--- src/rtl/stage_memory.sv ---
// Memory stage: latches execute results, runs lw/sw through a req/ready handshake, emits writeback bundle.
// Optional macro EXC_STATUS_EN: overflowing add/addi/sub write an exception code to r30 instead of rd.
module stage_memory #(
    parameter int ADDR_W = 12,
    parameter int DATA_W = 32
) (
    input  logic              clock,
    input  logic              reset_n,
    input  logic              valid_in,
    input  logic [4:0]        opcode,
    input  logic [4:0]        alu_op,
    input  logic [4:0]        rd,
    input  logic [DATA_W-1:0] o_in,
    input  logic [DATA_W-1:0] b_in,
    input  logic [DATA_W-1:0] pc_plus_4,
    input  logic              overflow_in,
    output logic              stall_out,
    output logic              mem_req,
    output logic              mem_we,
    output logic [ADDR_W-1:0] mem_addr,
    output logic [DATA_W-1:0] mem_wdata,
    input  logic              mem_ready,
    input  logic [DATA_W-1:0] mem_rdata,
    output logic              wb_valid,
    output logic              wb_we,
    output logic [4:0]        wb_rd,
    output logic [DATA_W-1:0] wb_data
);

    localparam logic [4:0] OP_RTYPE = 5'b00000;
    localparam logic [4:0] OP_JAL   = 5'b00011;
    localparam logic [4:0] OP_ADDI  = 5'b00101;
    localparam logic [4:0] OP_SW    = 5'b00111;
    localparam logic [4:0] OP_LW    = 5'b01000;
    localparam logic [4:0] OP_SETX  = 5'b10101;

    typedef enum logic {IDLE, MEM} state_t;

    typedef struct packed {
        logic              we;
        logic [4:0]        rd;
        logic [DATA_W-1:0] data;
    } wb_t;

    state_t state, state_nxt;
    logic   accept_mem, accept_alu, mem_done;
    logic   is_mem_op;
    wb_t    wb_base, wb_sel;

    // Captured alongside the memory request so the completion cycle knows where to write
    logic       ld_p1;
    logic [4:0] rd_p1;

    function automatic wb_t wb_select(
        input logic [4:0]        op,
        input logic [4:0]        rd_i,
        input logic [DATA_W-1:0] o_i,
        input logic [DATA_W-1:0] pc_i
    );
        wb_t r;
        r.we   = 1'b0;
        r.rd   = rd_i;
        r.data = o_i;
        case (op)
            OP_RTYPE, OP_ADDI: r.we = 1'b1;
            OP_JAL: begin
                r.we   = 1'b1;
                r.rd   = 5'd31;
                r.data = pc_i;
            end
            OP_SETX: begin
                r.we = 1'b1;
                r.rd = 5'd30;
            end
            default: r.we = 1'b0;
        endcase
        return r;
    endfunction

    assign is_mem_op = (opcode == OP_LW) || (opcode == OP_SW);
    assign stall_out = (state == MEM);
    assign wb_base   = wb_select(opcode, rd, o_in, pc_plus_4);

`ifdef EXC_STATUS_EN
    always_comb begin
        wb_sel = wb_base;
        if (overflow_in) begin
            if (opcode == OP_RTYPE && alu_op == 5'b00000) begin
                wb_sel.rd   = 5'd30;
                wb_sel.data = DATA_W'(1);
            end else if (opcode == OP_ADDI) begin
                wb_sel.rd   = 5'd30;
                wb_sel.data = DATA_W'(2);
            end else if (opcode == OP_RTYPE && alu_op == 5'b00001) begin
                wb_sel.rd   = 5'd30;
                wb_sel.data = DATA_W'(3);
            end
        end
    end
`else
    logic unused_exc;
    assign unused_exc = ^{alu_op, overflow_in};
    assign wb_sel     = wb_base;
`endif

    always_ff @(posedge clock or negedge reset_n) begin
        if (!reset_n) state <= IDLE;
        else          state <= state_nxt;
    end

    always_comb begin
        state_nxt  = state;
        accept_mem = 1'b0;
        accept_alu = 1'b0;
        mem_done   = 1'b0;
        case (state)
            IDLE: begin
                if (valid_in) begin
                    if (is_mem_op) begin
                        accept_mem = 1'b1;
                        state_nxt  = MEM;
                    end else begin
                        accept_alu = 1'b1;
                    end
                end
            end
            MEM: begin
                if (mem_ready) begin
                    mem_done  = 1'b1;
                    state_nxt = IDLE;
                end
            end
            default: state_nxt = IDLE;
        endcase
    end

    // ---- p1: request registers and writeback bundle ----
    always_ff @(posedge clock or negedge reset_n) begin
        if (!reset_n) begin
            mem_req   <= 1'b0;
            mem_we    <= 1'b0;
            mem_addr  <= '0;
            mem_wdata <= '0;
            ld_p1     <= 1'b0;
            rd_p1     <= '0;
            wb_valid  <= 1'b0;
            wb_we     <= 1'b0;
            wb_rd     <= '0;
            wb_data   <= '0;
        end else begin
            wb_valid <= 1'b0;
            wb_we    <= 1'b0;
            if (accept_alu) begin
                wb_valid <= 1'b1;
                wb_we    <= wb_sel.we && (wb_sel.rd != 5'd0);
                wb_rd    <= wb_sel.rd;
                wb_data  <= wb_sel.data;
            end
            if (accept_mem) begin
                mem_req   <= 1'b1;
                mem_we    <= (opcode == OP_SW);
                mem_addr  <= o_in[ADDR_W-1:0];
                mem_wdata <= b_in;
                ld_p1     <= (opcode == OP_LW);
                rd_p1     <= rd;
            end
            if (mem_done) begin
                mem_req  <= 1'b0;
                mem_we   <= 1'b0;
                wb_valid <= 1'b1;
                wb_we    <= ld_p1 && (rd_p1 != 5'd0);
                wb_rd    <= rd_p1;
                wb_data  <= ld_p1 ? mem_rdata : '0;
            end
        end
    end

endmodule
--- config.mk ---
export PLATFORM = sky130hd
export DESIGN_NAME = stage_memory
export DESIGN_NICKNAME = d
export VERILOG_FILES = /design/src/rtl/stage_memory.sv
export SDC_FILE = /design/constraint.sdc
export NUM_CORES = 1
export LEC_CHECK = 0
export CAP_MARGIN = 25
export CORE_MARGIN = 4
export CORE_UTILIZATION = 37
export CTS_BUF_LIST = sky130_fd_sc_hd__clkbuf_16
export CTS_CLUSTER_DIAMETER = 40
export DETAILED_ROUTE_END_ITERATION = 8
export GPL_ROUTABILITY_DRIVEN = 0
export PLACE_DENSITY = 0.78
export SKIP_CTS_REPAIR_TIMING = 1
export SYNTH_ARGS = -nofsm -noshare
export SYNTH_HDL_FRONTEND = slang
export SYNTH_SLANG_ARGS = --single-unit
--- constraint.sdc ---
create_clock -name clock -period 1.6 [get_ports clock]
set_input_delay 0.4 -clock clock [delete_from_list [all_inputs] [get_ports clock]]
set_output_delay 0.4 -clock clock [all_outputs]
set_load 0.005 [all_outputs]
Word level (Yosys, flattened, before mapping):

Index checks and enable logic that the tools add are counted.

* divide/modulo/power cells: 0
* mux-type cells: 26
* $mul: 0
* shift-type cells: 0
* add/sub/neg operators: 0
* reductions and logical operators: 9
* magnitude comparators: 0
* bitwise operators: 1
* equality and inequality tests: 5

Operators with widths (number)
* 2-to-1 mux 32 bit: 4
* 2-to-1 mux 1 bit: 18
* equality test 5 x 3 -> 1 bit (second input constant): 2
* 2-to-1 mux 5 bit: 2
* one-hot mux 5 bit (2 select lines): 1
* nonzero test 5 bit: 2
* equality test 5 x 2 -> 1 bit (second input constant): 1
* equality test 5 x 4 -> 1 bit (second input constant): 1
* equality test 5 bit (second input constant): 1
* zero test 5 bit: 1
* nonzero test 2 bit: 2
* OR reduction 4 bit: 1
* logical AND 1 bit: 2
* one-hot mux 1 bit (2 select lines): 1
* logical OR 1 bit: 1
* NOT 1 bit: 1

* logic and storage cells: 52
* bits in read-only memories: 0
* input port bits: 148
* output and inout bits: 86
* flip-flop bits (word level): 92
* bits in latches: 0
* memories: 0
* RAM bits: 0

Logic depth before layout (Yosys ltp):

* word-level depth: 7
* gate-level depth with buffers: 7
* depth with buffers taken out: 4

Worst setup path after synthesis:

No wires, ideal clock.

* path type: in2reg
* start point: input port opcode[2]
* end point: register mem_addr[0]
* stages on the path: 7
* data arrival time: 1764 ps
* setup time: 125 ps
* path buffers: 3
* required time: 1475 ps
* slack: -290 ps
* path through: clkbuf_1 > nor4b_1 > a21o_1 > and2_1 > buf_6 > buf_6 > mux2_4

* longest elaborated chain between the ends: 5
* elaborated cells between the ends (all ways): 6
* classes of those cells: 2 x eq/ne; 3 x mux; 1 x reduce/logical

RTL lines
* start: declaration: RTL line 10 `input logic [4:0] opcode,`
* equality test 5 x 4 -> 1 bit / equality test 5 x 3 -> 1 bit (equally long branches): RTL line 80 `assign is_mem_op = (opcode == OP_LW) || (opcode == OP_SW);`
* logical OR 1 bit *: RTL line 80
* 2-to-1 mux 1 bit *: RTL line 119 `if (is_mem_op) begin`
* 2-to-1 mux 1 bit *: RTL line 118 `if (valid_in) begin`
* 2-to-1 mux 1 bit *: RTL line 116 `case (state)`
* end signal: assignment: RTL line 162 `mem_addr <= o_in[ADDR_W-1:0];`
* end: declaration: RTL line 20 `output logic [ADDR_W-1:0] mem_addr,`

Mark *: on every way between the ends. The rest lies on a longest branch, timed or not.
A chain may end at the register's enable or synchronous reset.

Worst setup path after layout:

* start point: input port opcode[2]
* end point: register mem_addr[6]

The elaborated chain is that of the path after synthesis.

==> results.txt <==
----------------------------------------------------
[Yosys]
  Synthesized instance count ... 392
  Share of synthesized area occupied by flip-flops and latches ... 48.8%
  Synth unique cells ... 31
  Synth async-reset ratio ... 100%
  Adder and majority gate portion of the synthesized area ... 0%
  Flip-flop and latch count after synthesis ... 92
  Yosys warning total ... 0
  Xor and xnor fraction of the mapped netlist area ... 0.186%
  Yosys top cell by area ... dfrtp_1
  Multiplexer area fraction after synthesis ... 25.2%
  Proportion of netlist area held by the largest area contributor ... 48.8%
  Number of enable-type register cells in the synthesized netlist ... 0
  Number of nets in the synthesized netlist ... 540
  Mapped Avg Cell Area ... 12.0 um^2
  Area of the mapped netlist ... 0.00472 mm^2
  Top-count cell post-synth ... dfrtp_1
  Dominant combinational cell family by area after synthesis ... multiplexers
  Basic-gate share of the synthesized area counting and, or, nand and nor cells ... 3.69%
  Ys flop type ... dfrtp_1
  List of most frequent post-synthesis cells ... 92 x dfrtp_1, 68 x a21oi_1, 68 x mux2_4, 36 x o21ai_0, 34 x a31oi_1
  Synthesized-area fraction occupied by ao, oa, aoi and oai cells ... 17.6%
  Area contributors post-synth ... dfrtp_1 49%, mux2_4 22%, a21oi_1 7.2%

[Setup path]
  Depth of the most critical reg-to-reg path ... 6
  Worst Setup Start Kind ... primary input
  R2r endpoint ... wb_data[25]$_DFFE_PN0P_
  Crit path max fanout ... 7
  Origin of the critical flop-to-flop path ... stall_out$_DFF_PN0_
  Worst path required time ... 1830 ps
  Setup slack of the most critical reg-to-reg path ... -10 ps
  Critical Path Start ... opcode[2]
  Startpoint-to-endpoint class of the critical path ... primary input to flip-flop
  Critical path endpoint category ... flip-flop
  Capturing instance or port of the critical path ... mem_addr[6]$_DFFE_PN0P_
  Arrival time of the worst setup path ... 1840 ps

[Placement]
  Cells after DPL ... 781
  HPWL reported at the end of detailed placement ... 11200 um
  Worst slack at placement ... -709 ps
  Port Buffers ... 227
  Cell area after placement ... 0.00733 mm^2

[STA]
  Maximum achievable frequency ... 0.621 GHz
  RSZ-0062 raised after global routing ... yes
  Final worst path period share ... 101%
  Endpoints failing hold ... 0
  Max Transition Viols Final ... 0
  Clock period minus worst slack ... 1610 ps
  Final-report setup violation count ... 24
  Final TNS setup ... -135 ps
  Worst rel slew slack ... 66.9%
  Worst slew pin tran ... 496 ps
  Worst clock skew ... 5.23 ps
  Post-layout worst setup margin ... -10.4 ps

[Cells and area]
  Antenna diode count ... 0
  Proportion of layout cells with a drive suffix above 1 ... 27.4%
  Post-layout net count ... 810
  Post-route cell area ... 0.00834 mm^2
  Layout overhead on the synthesized area ... 76.8%
  Final standard cell count with taps included and fillers excluded ... 835
  Register area ... 0.00230 mm^2
  Final core area utilization ... 68.1%
  Fill cell count ... 867
  Total area of multi-input combinational cells ... 0.00230 mm^2

[Run status]
  Outcome ... complete, but fails checks
  Violations in the final reports ... negative setup slack

[Routing]
  Post-route DRC ... 0
  First-pass DRT Iterations ... 6
  Initial detailed-routing violation count ... 311
  Post-detailed-routing wire length ... 17200 um
  Routed length per instance ... 20.6 um
  Count of nets left with antenna violations after detail routing ... 0
  Drt via density ... 5.32
  Total number of vias ... 4442

[Global route]
  Number of antenna violations at the first check in global routing ... 0
  Vias in the first global route ... 4441
  Routing usage on met3 ... 5.41%
  Met2 usage in global routing ... 37.1%
  First-pass GRT wire length ... 24000 um
  Overall fraction of global-route tracks in use ... 21.0%
  Maximum number of pins on one net before global-route repair ... 93
  Busiest metal layer after global routing ... met2
  Remaining global-route overflow ... 0
  GRT met1 Usage ... 25.3%

[Power]
  Internal cell power ... 6.17 mW
  Net switching power of the design ... 2.09 mW
  Net Sw Frac ... 25.3%
  Share of power burned in registers ... 38.0%
  VDD IR max ... 0.000717 V
  Logic gate share of total power ... 34.0%
  Power density of the placed cells ... 990 mW/mm^2
  Share of total power in the clock network ... 28.0%
  Lkg Pwr ... 4.42 nW

[Floorplan]
  Chip Width ... 121 um
  Placement row count ... 40
  Die Outline Area ... 0.0146 mm^2
  Die Span Y ... 121 um
  Initial Utilization ... 38.5%
  Placeable core region ... 0.0123 mm^2
  Number of primary I/O pins ... 234

[Clock tree]
  Clock-pin slew on the worst setup and hold paths ... 70 ps
  Clock root buffer master ... clkbuf_16
  Max clock buf depth ... 2
  Insertion delay of the later-clocked pin in the worst-skew pair ... 340 ps
  TritonCTS clock tree ... yes
  Number of buffers created by CTS ... 9
  # H-tree levels ... 3
  Clk sinks ... 92

[Flow run]
  Max_cap viols ... 0

[Worst hold path]
  Worst Hold Class ... primary input to async pin

----------------------------------------------------
metal layers:
metal,share of wire (%),wire [um]
met4,2.4,418
met2,51,8700
met1,40,6900
met5,0,0
met3,6.9,1180
power by group through the flow:
stage	Clock, mW	Combinational (mW)	Sequential (mW)
3_3_place_gp	0	2.55	3.17
3_5_place_dp	0	2.60	3.19
4_1_cts	2.37	2.62	3.17
2_1_floorplan	0	0.937	3.18
6_report	2.31	2.81	3.14
5_1_grt	2.48	2.97	3.20
sequential cells by signal, summed over array words and instances (netlist names):
| name | count |
|---|---|
| mem_we | 1 |
| wb_rd | 5 |
| wb_we | 1 |
| stall_out | 1 |
| mem_addr | 12 |
| mem_req | 1 |
| wb_valid | 1 |
| mem_wdata | 32 |
| ld_p1 | 1 |
| rd_p1 | 5 |
| wb_data | 32 |
layout make-up:
cell class	count	area share, %
Inverter	2	0.0900
Sequential cell	92	27.6
Clock buffer	9	2.70
Timing Repair Buffer	294	38.4
Tap cell	168	2.52
Clock inverter	7	1.15
Multi-Input combinational cell	263	27.6
worst max-delay path, stage by stage:
cell and delay [ps]:
buf_2 150, nor4b_4 310, a21o_1 210, and2_4 280
clkbuf_16 200, mux2_4 300
stage by stage:
stage          hold WS, ps  power (mW)
2_1_floorplan          104        4.12
3_3_place_gp           467        5.72
3_5_place_dp           484        5.79
4_1_cts                116        8.16
5_1_grt                130        8.65
6_report              95.2        8.26
layout by cell type, fill, tap and decap left out, types with 3 or more instances in the layout:
cell type          n
dlymetal6s2s_1    91
clkdlybuf4s50_1  133
clkbuf_16         14
nand2b_1           3
a21o_1             3
buf_4             51
and3b_1            3
nor2_1             4
a31oi_1           33
o221a_2            3
dfrtp_1           91
nand2_1            4
o21ai_0           36
buf_12             9
mux2_2             4
and2_4             3
buf_6              3
mux2_4            78
a21oi_1           68
cell families after synthesis:
| group | after synthesis |
|---|---|
| xor+xnor | 1 |
| buf+inv | 38 |
| simple gates | 29 |
| flops | 92 |
| mux | 83 |
| compound gates | 149 |
how the worst min path moves through the flow:
stage                              end  depth (start not counted)           startpoint
3_3_place_gp       mem_req$_DFFE_PN0P_                          1  mem_req$_DFFE_PN0P_
4_1_cts        wb_data[12]$_DFFE_PN0P_                          2              reset_n
3_5_place_dp       mem_req$_DFFE_PN0P_                          1  mem_req$_DFFE_PN0P_
6_report       wb_data[12]$_DFFE_PN0P_                          2              reset_n
2_1_floorplan        ld_p1$_DFFE_PN0P_                          0              reset_n
5_1_grt        wb_data[14]$_DFFE_PN0P_                          2              reset_n
Note: power is estimated with default switching activity, not from simulation.
